==> src/rtl/sort_ctrl_pkg.sv <==
// Shared word/batch sizing, controller state encodings and counter-width helper
// for sort_ctrl and the bubble_sort core it sequences.
package sort_ctrl_pkg;

    localparam int DATA_WIDTH_DEF = 8;
    localparam int NUM_DATA_DEF   = 8;

    localparam logic [2:0] ST_IDLE  = 3'd0;
    localparam logic [2:0] ST_LOAD  = 3'd1;
    localparam logic [2:0] ST_SORT  = 3'd2;
    localparam logic [2:0] ST_DRAIN = 3'd3;
    localparam logic [2:0] ST_FLUSH = 3'd4;

    typedef enum logic [2:0] {
        S_IDLE  = ST_IDLE,
        S_LOAD  = ST_LOAD,
        S_SORT  = ST_SORT,
        S_DRAIN = ST_DRAIN,
        S_FLUSH = ST_FLUSH
    } state_e;

    // One spare bit so a counter can reach the batch size without wrapping.
    function automatic int cnt_width(input int n);
        return $clog2(n) + 1;
    endfunction

endpackage

==> src/rtl/sort_ctrl_sync_fifo.sv <==
// Single-clock FIFO with a registered head word; a word pushed in cycle t is
// presented on head_o in cycle t+1. head_o reads zero while empty.
module sync_fifo #(
    parameter int DATA_WIDTH = 8,
    parameter int DEPTH      = 8
) (
    input  logic                  clk,
    input  logic                  rst_n,
    input  logic                  push_i,
    input  logic [DATA_WIDTH-1:0] push_data_i,
    input  logic                  pop_i,
    output logic                  full_o,
    output logic                  empty_o,
    output logic [DATA_WIDTH-1:0] head_o
);

    localparam int AW = (DEPTH > 1) ? $clog2(DEPTH) : 1;
    localparam int CW = $clog2(DEPTH) + 1;

    logic [DATA_WIDTH-1:0] mem_q [DEPTH];
    logic [AW-1:0]         wptr_q, wptr_d;
    logic [AW-1:0]         rptr_q, rptr_d;
    logic [CW-1:0]         cnt_q, cnt_d;
    logic [DATA_WIDTH-1:0] head_q, head_d;
    logic                  do_push, do_pop;

    function automatic logic [AW-1:0] ptr_inc(input logic [AW-1:0] p);
        return (p == AW'(DEPTH - 1)) ? '0 : p + AW'(1);
    endfunction

    assign full_o  = (cnt_q == CW'(DEPTH));
    assign empty_o = (cnt_q == '0);
    assign do_push = push_i && !full_o;
    assign do_pop  = pop_i && !empty_o;
    assign head_o  = head_q;

    always_comb begin
        wptr_d = wptr_q;
        rptr_d = rptr_q;
        cnt_d  = cnt_q;
        head_d = head_q;
        if (do_push) wptr_d = ptr_inc(wptr_q);
        if (do_pop)  rptr_d = ptr_inc(rptr_q);
        case ({do_push, do_pop})
            2'b10:   cnt_d = cnt_q + CW'(1);
            2'b01:   cnt_d = cnt_q - CW'(1);
            default: cnt_d = cnt_q;
        endcase
        // The head register must track the word behind the current head; a
        // word pushed this cycle is not yet in mem_q, so bypass it.
        if (do_pop) begin
            if (cnt_q == CW'(1)) head_d = do_push ? push_data_i : '0;
            else                 head_d = mem_q[ptr_inc(rptr_q)];
        end else if (do_push && empty_o) begin
            head_d = push_data_i;
        end
    end

    always_ff @(posedge clk) begin
        if (do_push) mem_q[wptr_q] <= push_data_i;
    end

    always_ff @(posedge clk or negedge rst_n) begin
        if (!rst_n) begin
            wptr_q <= '0;
            rptr_q <= '0;
            cnt_q  <= '0;
            head_q <= '0;
        end else begin
            wptr_q <= wptr_d;
            rptr_q <= rptr_d;
            cnt_q  <= cnt_d;
            head_q <= head_d;
        end
    end

endmodule

==> src/rtl/sort_ctrl.sv <==
// Batch controller for the bubble_sort core: streams NUM_DATA words in, runs
// the sort, captures the sorter's burst into a FIFO and replays it with last.
//
// state | meaning
// IDLE  | one-cycle sorter reset, counters cleared
// LOAD  | accept words from the input stream and write them into the sorter
// SORT  | hold the sorter's compute enable until it reports done
// DRAIN | capture the non-stallable output burst into the FIFO
// FLUSH | wait for the final word to leave the output stream
module sort_ctrl
    import sort_ctrl_pkg::*;
#(
    parameter int DATA_WIDTH = DATA_WIDTH_DEF,
    parameter int NUM_DATA   = NUM_DATA_DEF
) (
    input  logic                  clk,
    input  logic                  rst_n,
    input  logic                  in_valid,
    output logic                  in_ready,
    input  logic [DATA_WIDTH-1:0] in_data,
    output logic                  out_valid,
    input  logic                  out_ready,
    output logic [DATA_WIDTH-1:0] out_data,
    output logic                  out_last,
    output logic                  srt_rst,
    output logic                  srt_wr_en,
    output logic [DATA_WIDTH-1:0] srt_datain,
    output logic                  srt_rd_en,
    input  logic                  srt_done,
    input  logic [DATA_WIDTH-1:0] srt_dataout
);

    localparam int            CW       = cnt_width(NUM_DATA);
    localparam logic [CW-1:0] LAST_IDX = CW'(NUM_DATA - 1);

    state_e                state_q, state_d;
    logic [CW-1:0]         wcnt_q, wcnt_d;
    logic [CW-1:0]         ocnt_q, ocnt_d;
    logic                  fifo_push, fifo_pop, fifo_full, fifo_empty;
    logic [DATA_WIDTH-1:0] fifo_head;

    sync_fifo #(
        .DATA_WIDTH (DATA_WIDTH),
        .DEPTH      (NUM_DATA)
    ) u_fifo (
        .clk         (clk),
        .rst_n       (rst_n),
        .push_i      (fifo_push),
        .push_data_i (srt_dataout),
        .pop_i       (fifo_pop),
        .full_o      (fifo_full),
        .empty_o     (fifo_empty),
        .head_o      (fifo_head)
    );

    // The FIFO feeds the output stream in every state so replay overlaps DRAIN.
    assign out_valid  = !fifo_empty;
    assign out_data   = fifo_head;
    assign out_last   = out_valid && (ocnt_q == LAST_IDX);
    assign fifo_pop   = out_valid && out_ready;
    assign srt_datain = in_data;

    always_comb begin
        state_d   = state_q;
        wcnt_d    = wcnt_q;
        ocnt_d    = fifo_pop ? ocnt_q + CW'(1) : ocnt_q;
        in_ready  = 1'b0;
        srt_wr_en = 1'b0;
        srt_rd_en = 1'b0;
        srt_rst   = 1'b0;
        fifo_push = 1'b0;
        case (state_q)
            S_IDLE: begin
                srt_rst = 1'b1;
                wcnt_d  = '0;
                ocnt_d  = '0;
                state_d = S_LOAD;
            end
            S_LOAD: begin
                in_ready  = 1'b1;
                srt_wr_en = in_valid;
                if (in_valid) begin
                    wcnt_d = wcnt_q + CW'(1);
                    if (wcnt_q == LAST_IDX) state_d = S_SORT;
                end
            end
            S_SORT: begin
                srt_rd_en = !srt_done;
                if (srt_done) begin
                    wcnt_d  = '0;
                    state_d = S_DRAIN;
                end
            end
            S_DRAIN: begin
                // Depth equals the batch size, so full never gates a real push.
                fifo_push = !fifo_full;
                wcnt_d    = wcnt_q + CW'(1);
                if (wcnt_q == LAST_IDX) state_d = S_FLUSH;
            end
            S_FLUSH: begin
                if (fifo_pop && out_last) state_d = S_IDLE;
            end
            default: state_d = S_IDLE;
        endcase
    end

    always_ff @(posedge clk or negedge rst_n) begin
        if (!rst_n) begin
            state_q <= S_IDLE;
            wcnt_q  <= '0;
            ocnt_q  <= '0;
        end else begin
            state_q <= state_d;
            wcnt_q  <= wcnt_d;
            ocnt_q  <= ocnt_d;
        end
    end

endmodule

==> config.mk <==
export PLATFORM = sky130hd
export DESIGN_NAME = sort_ctrl
export DESIGN_NICKNAME = d
export VERILOG_FILES = /design/src/rtl/sort_ctrl_pkg.sv /design/src/rtl/sort_ctrl_sync_fifo.sv /design/src/rtl/sort_ctrl.sv
export SDC_FILE = /design/constraint.sdc
export NUM_CORES = 1
export LEC_CHECK = 0
export ABC_AREA = 1
export CAP_MARGIN = 0
export CORE_MARGIN = 2
export CORE_UTILIZATION = 58
export CTS_CLUSTER_DIAMETER = 50
export CTS_CLUSTER_SIZE = 16
export DETAILED_ROUTE_END_ITERATION = 12
export DONT_BUFFER_PORTS = 1
export PLACE_DENSITY = 0.8
export SLEW_MARGIN = 15
export SYNTH_ARGS = -nofsm -noshare
export SYNTH_HDL_FRONTEND = slang
export SYNTH_SLANG_ARGS = --single-unit
==> constraint.sdc <==
create_clock -name clk -period 2.6 [get_ports clk]
set_input_delay 0.52 -clock clk [delete_from_list [all_inputs] [get_ports clk]]
set_output_delay 0.52 -clock clk [all_outputs]
set_load 0.01 [all_outputs]
==> results of run 1 <==
-- report_power, final --
group / total [mW] / internal (mW) / leakage (nW) / switching [mW]
Clock: 1.09 / 0.555 / 0.111 / 0.532
Sequential: 2.13 / 1.89 / 0.939 / 0.238
Combinational: 2.28 / 0.743 / 1.17 / 1.53
Total: 5.49 / 3.19 / 2.22 / 2.30
-- sequential cells by signal, summed over array words and instances, names as in the netlist --
signal	flops
u_fifo.head_o	8
state_q	3
wcnt_q	4
ocnt_q	4
u_fifo.rptr_q	3
u_fifo.cnt_q	4
u_fifo.mem_q	64
u_fifo.wptr_q	3
-- cell families after synthesis --
| group | after synthesis | synth area share |
|---|---|---|
| flops | 93 | 0.587 |
| xor+xnor | 6 | 0.0116 |
| fa+ha+maj | 10 | 0.0277 |
| buf+inv | 125 | 0.115 |
| compound gates | 31 | 0.0471 |
| simple gates | 215 | 0.211 |
-- worst paths after layout --
| path | startpoint | end | slack [ns] | cells after the start |
|---|---|---|---|---|
| min in group asynchronous | rst_n | ocnt_q[2]$_DFFE_PN0P_ | 0.57 | 2 |
| max reg2reg | u_fifo.cnt_q[0]$_DFFE_PN0P_ | u_fifo.mem_q[0][1]$_DFFE_PP_ | 0.47 | 7 |
| min | srt_dataout[1] | u_fifo.mem_q[6][1]$_DFFE_PP_ | 0.24 | 0 |
| max in group asynchronous | rst_n | u_fifo.cnt_q[3]$_DFFE_PN0P_ | 1.86 | 2 |
| min reg2reg | ocnt_q[0]$_DFFE_PN0P_ | ocnt_q[0]$_DFFE_PN0P_ | 0.51 | 1 |
| max | u_fifo.cnt_q[0]$_DFFE_PN0P_ | u_fifo.mem_q[0][1]$_DFFE_PP_ | 0.47 | 7 |
-- synthesized netlist by cell type --
cell and n:
a21oi_2 8, nor2_1 28, xnor2_1 2, o21ai_4 2, nor2_4 1, inv_1 97, a21oi_1 4, nand4_1 2
and3_1 1, dfrtp_1 29, nand2_4 1, nand3_4 1, edfxtp_1 64, clkinv_1 2, buf_2 11, xor2_1 4
inv_2 6, nand3_2 1, o21ai_2 1, nand3b_1 1, nor3_1 2, ha_1 10, buf_4 8, o22ai_1 1
buf_6 1, o21ai_0 13, nand2_2 4, nand3_1 68, nand2_1 104, o21ai_1 2, or2_1 1
-- cell type report --
class | count | area [um^2]
fillers | 602 | 2850
flip-flops and latches | 93 | 2650
multi-input cells | 262 | 1340
inverters | 105 | 394
well taps | 102 | 128
clock buffers | 9 | 124
clock inverters | 7 | 103
repair buffers | 6 | 60.1
-- metal layers --
metal | up-vias | global-route usage | part of all wire
met5 | - | 0 | 0
met4 | 0 | 0.118 | 0.037
met3 | 29 | 0.0559 | 0.064
met2 | 100 | 0.369 | 0.48
met1 | 1408 | 0.311 | 0.42
li1 | 1496 | - | -
-- worst max-delay path: stages, from the launching register on --
cell and delay, ns:
dfrtp_1 0.41, inv_1 0.09, ha_1 0.25, nand3_1 0.11
nand2_2 0.10, inv_1 0.14, nand2_1 0.13, nor2_1 0.53
-- layout by cell type, fill, tap and decap left out, drive strengths merged --
cell type    count
nand2          109
inv            107
nand3           70
edfxtp          64
dfrtp           29
nor2            29
o21ai           18
a21oi           12
ha              10
clkbuf           9
buf              5
xor2             4
nand4            2
nor3             2
clkinv           2
xnor2            2
bufinv           2
nand3b           1
or2              1
and3             1
o22ai            1
clkinvlp         1
dlygate4sd3      1
-- per-stage QoR --
step                 util  instances  hold WS [ns]  setup WS [ns]  total power, mW
detailed placement  0.594        566         0.225          0.499             4.41
finish              0.628        584         0.242          0.468             5.49
CTS                 0.628        584         0.233          0.478             5.50
floorplan               -        480         0.224          0.675             3.89
global route        0.628        584         0.222          0.258             5.92
global placement    0.594        566         0.225          0.569             4.32
==> metrics.md, run 1 <==
| Metric | Value |
|---|---|
| Status | finished, final reports clean |
| Worst setup path category | reg2reg |
| CTS H-Tree Depth | 3 |
| Initial antenna violation count | 0 |
| Final hold vios | 0 |
| TNS Setup | 0 ns |
| Syn_nets | 511 |
| Final period utilization | 0.820 |
| Unrepaired setup endpoints after global routing | false |
| Vias in the first global route | 3020 |
| Fmax | 0.469 GHz |
| Critical path arrival | 2.13 ns |
| Placed Area | 4540 um^2 |
| Antenna cells | 0 |
| Synth top area share | 0.426 |
| CTS tree | done |
| Worst endpoint required time | 2.60 ns |
| Final ANT Viol Nets | 0 |
| Final net count | 508 |
| Clock latency on the worst-skew pair | 0.37 ns |
| Clk_skew | 0.0140 ns |
| DRT iter0 DRCs | 280 |
| Hold crit path type | in2reg |
| CP Capture Type | register |
| CTS Buffer Depth | 2 |
| WL final | 8.98 mm |
| Vias per cell | 5.19 |
| Port bufs | 0 |
| # rows | 32 |
| Seq cells post-synth | 93 |
| Die area | 8500 um^2 |
| Worst slew pin tran | 0.663 ns |
| DR WL/cell | 15.4 um |
| Die width | 92.2 um |
| RePlAce Congestion | 0.861 |
| Ranking of synthesized cells by area | edfxtp_1, dfrtp_1, nand2_1 |
| Worst Setup Start Kind | register |
| Min cycle time layout | 2.13 ns |
| Max-Cap Viols | 0 |
| CP max FO | 8 |
| Layout cells sized above 1 | 0.0954 |
| Worst vdd ir | 562 uV |
| # hold bufs at CTS | 2 |
| Area grow syn2layout | 6.38% |
| Clk root buf | clkbuf_8 |
| Synth Cell Area | 4510 um^2 |
| Syn Inst Count | 480 |
| Synth Warn # | 0 |
| IO Count | 43 |
| Power per Cell Area | 1140 nW/um^2 |
| Library cells used by synthesis | 31 |
| Initial Utilization | 0.590 |
| Total grt overflow | 0 |
| CTS sink cnt | 93 |
| Slew Viols, Final | 0 |
| Number of remaining DRC errors | 0 |
| Largest net degree at the start of global routing | 34 |
| Dpl hpwl | 6.20 mm |
| Worst-path clk slew | 0.09 ns |
| Sequential area share after synthesis | 0.587 |
| Final instance area | 4800 um^2 |
| Setup-failing EPs final | 0 |
| Overall Global Routing Usage | 0.236 |
| Drt first pass iters | 5 |
| First-pass GRT wire length | 14.8 mm |
| P_leak | 2.22 nW |
| Slew margin rel. | 0.556 |
| Num CTS Buffers | 9 |
| CORE AREA | 7650 um^2 |
| Post-cts gate resize count | 0 |
| Syn avg cell area | 9.40 um^2 |
| Synth area leader | edfxtp_1 |
| Die height | 92.2 um |
| Vias | 3033 |
| Setup Fix Bufs, Post-CTS | 0 |
(Power assumes the default switching activity.)
==> run 2, diff against run 1 <==
==> constraint.sdc (replaced) <==
create_clock -name clk -period 2.09 [get_ports clk]
set_input_delay 0.418 -clock clk [delete_from_list [all_inputs] [get_ports clk]]
set_output_delay 0.418 -clock clk [all_outputs]
set_load 0.01 [all_outputs]
==> run 2 against run 1 <==
Cell area grew 1.5%. Critical path depth grew 3. Clock-buffer cell count grew 1. Worst setup slack lost 0.37 ns. Die area is the same. Global-route usage shrank 1.9 points. Power grew 25%. Sequential power grew 24%. Clock skew shrank 0.0062 ns. Clock power grew 10%. Critical path type unchanged. Largest cell class unchanged.
==> metrics.md, run 2 (synthesis gave the netlist of run 1 again) <==
| Metric | Value |
|---|---|
| P_leak | 2.26 nW (+1.8%) |
| CORE AREA | 7650 um^2 (unchanged) |
| DR top layer | met4 |
| Vias in the first global route | 3000 (-0.66%) |
| Setup-failing EPs final | 0 (unchanged) |
| First-pass GRT wire length | 14.1 mm (-4.9%) |
| Vias | 3075 (+1.4%) |
| Area grow syn2layout | 7.99% |
| Fillers | 583 (-3.2%) |
| Dpl hpwl | 6.04 mm (-2.7%) |
| CTS tree | done |
| Hold crit path type | in2reg |
| Internal | 3.94 mW (+24%) |
| Critical path arrival | 2.24 ns (+0.11 ns) |
| Max-Cap Viols | 0 (unchanged) |
| Top reg by flops | u_fifo.mem_q |
| Initial antenna violation count | 0 (unchanged) |
| Status | finished, final reports clean |
| Worst vdd ir | 726 uV (+29%) |
| Fin cells | 594 (+1.7%) |
| Min cycle time layout | 1.99 ns (-0.144 ns) |
| Part of the power in combinational logic | 0.438 (+0.024) |
| Most frequent cells in the layout | nand2_1, inv_1, nand3_1 |
| Final net count | 518 (+2.0%) |
| Die height | 92.2 um (unchanged) |
| CTS H-Tree Depth | 3 (unchanged) |
| Clk_skew | 0.00776 ns (-0.00621 ns) |
| Most frequent CP cell | inv_1 |
| Clock latency on the worst-skew pair | 0.36 ns (about the same) |
| Final ANT Viol Nets | 0 (unchanged) |
| Proportion of power drawn by the clock network | 0.176 (-0.022) |
| Antenna cells | 0 (unchanged) |
| Worst Setup Start Kind | register |
| Power per Cell Area | 1400 nW/um^2 (+23%) |
| Commonest non-fill, non-tap cell in the layout | nand2_1 |
| Port bufs | 0 (unchanged) |
| Clk root buf | clkbuf_8 |
| Fmax | 0.503 GHz (+7.2%) |
| M1 WL | 3.68 mm (-1.3%) |
| RePlAce Congestion | 0.822 (-4.6%) |
| Slew Viols, Final | 0 (unchanged) |
| CTS sink cnt | 93 (unchanged) |
| Number of remaining DRC errors | 0 (unchanged) |
| Register area | 2650 um^2 (unchanged) |
| Vias per cell | 5.18 (-0.32%) |
| # rows | 32 (unchanged) |
| Met3 wire len | 657 um (+14%) |
| CTS Buffer Depth | 2 (unchanged) |
| Initial Utilization | 0.590 (unchanged) |
| Worst setup path category | reg2reg |
| Worst endpoint required time | 2.34 ns (-0.26 ns) |
| CP Capture Type | register |
| Sequential Power Share | 0.386 (about the same) |
| Hold slack final | 0.150 ns (-0.0920 ns) |
| Num CTS Buffers | 9 (unchanged) |
| Die width | 92.2 um (unchanged) |
| DR WL/cell | 14.5 um (-5.9%) |
| Total grt overflow | 0 (unchanged) |
| Overall Global Routing Usage | 0.217 (-0.0192) |
| Slew margin rel. | 0.666 (+0.109) |
| Switching share of power | 0.423 (+0.00392) |
| Drt first pass iters | 6 (+1) |
| WL final | 8.59 mm (-4.3%) |
| Worst path max stage delay | 0.43 ns (-0.10 ns) |
| IO Count | 43 (unchanged) |
| CP max FO | 8 (unchanged) |
| Final period utilization | 0.952 (+0.131) |
| Die area | 8500 um^2 (unchanged) |
| Layout cells sized above 1 | 0.116 (+0.0204) |
| Multi-input gate area in the final layout | 1360 um^2 (+1.1%) |
| Worst slew pin tran | 0.498 ns (-0.165 ns) |
| DRT iter0 DRCs | 282 (+0.71%) |
| CP Cell Sequence | inv_1 > ha_4 > nand3_4 > nand2_4 > inv_2 > ha_2 > a21oi_1 > o21ai_0 > xor2_1 > inv_1 |
| CP max-delay cell | dfrtp_1 |
| Placed insts | 575 (+1.6%) |
| Final hold vios | 0 (unchanged) |
| Largest net degree at the start of global routing | 34 (unchanged) |
| Met2 wire len | 4.10 mm (-5.6%) |
| Max reg flops | 64 (unchanged) |
| Worst-path clk slew | 0.09 ns (about the same) |
| Switching power | 2.89 mW (+26%) |
==> run 2: what timing repair did <==
action / 4_1_cts / 5_1_grt
setup endpoints to repair: 0 / 2
buffers inserted: 0 / 1
gates resized for setup: 0 / 3
hold buffers: 2 / 0
endpoints found under the hold margin: 29 / 0
==> run 2: area by class of cell <==
cell class | instances | area share
timing repair buffer | 16 | 0.0303
clock inverter | 6 | 0.0141
tap | 102 | 0.0262
clock buffer | 10 | 0.0262
inverter | 105 | 0.0809
multi-input combinational | 262 | 0.279
sequential | 93 | 0.543
==> run 2: stage by stage <==
| stage | TNS [ns] | utilization | power, mW | worst slack, ns | cell area (um^2) |
|---|---|---|---|---|---|
| after floorplan | 0 | - | 4.83 | 0.165 | 4510 |
| after global placement | 0 | 0.605 | 5.43 | 0.160 | 4620 |
| after detailed placement | 0 | 0.605 | 5.57 | 0.0699 | 4620 |
| after CTS | 0 | 0.634 | 6.78 | 0.0277 | 4850 |
| after global routing | -0.0365 | 0.637 | 7.29 | -0.0365 | 4870 |
| final | 0 | 0.637 | 6.84 | 0.101 | 4870 |
==> run 2: worst max-delay path: cells and delay by family, from the launching register on <==
| kind | cells | cell delay, ns |
|---|---|---|
| XOR/XNOR | 1 | 0.15 |
| buffers and inverters | 3 | 0.28 |
| AND/OR/NAND/NOR | 2 | 0.24 |
| AO/OA/AOI/OAI | 2 | 0.27 |
| flip-flops | 1 | 0.43 |
| adder cells (fa/ha/maj) | 2 | 0.51 |
==> run 2: power groups by stage <==
stage          sequential [mW]  clock, mW  combinational (mW)
6_report                  2.64       1.20                3.00
3_3_place_gp              2.66          0                2.77
2_1_floorplan             2.61          0                2.23
4_1_cts                   2.64       1.21                2.93
5_1_grt                   2.68       1.28                3.34
3_5_place_dp              2.68          0                2.89
==> run 2: routing by layer <==
| layer | global-route usage | vias up |
|---|---|---|
| met4 | 0.0796 | 0 |
| li1 | - | 1522 |
| met1 | 0.288 | 1445 |
| met3 | 0.0575 | 17 |
| met2 | 0.346 | 91 |
| met5 | 0 | - |
==> run 2: final timing paths <==
check,end,from,slack [ns],cells after the start
max,u_fifo.cnt_q[3]$_DFFE_PN0P_,u_fifo.cnt_q[0]$_DFFE_PN0P_,0.10,10
min in group asynchronous,wcnt_q[1]$_DFFE_PN0P_,rst_n,0.49,2
max in group asynchronous,u_fifo.cnt_q[2]$_DFFE_PN0P_,rst_n,1.44,2
min reg2reg,ocnt_q[0]$_DFFE_PN0P_,ocnt_q[0]$_DFFE_PN0P_,0.51,1
max reg2reg,u_fifo.cnt_q[3]$_DFFE_PN0P_,u_fifo.cnt_q[0]$_DFFE_PN0P_,0.10,10
min,u_fifo.mem_q[6][2]$_DFFE_PP_,srt_dataout[2],0.15,0
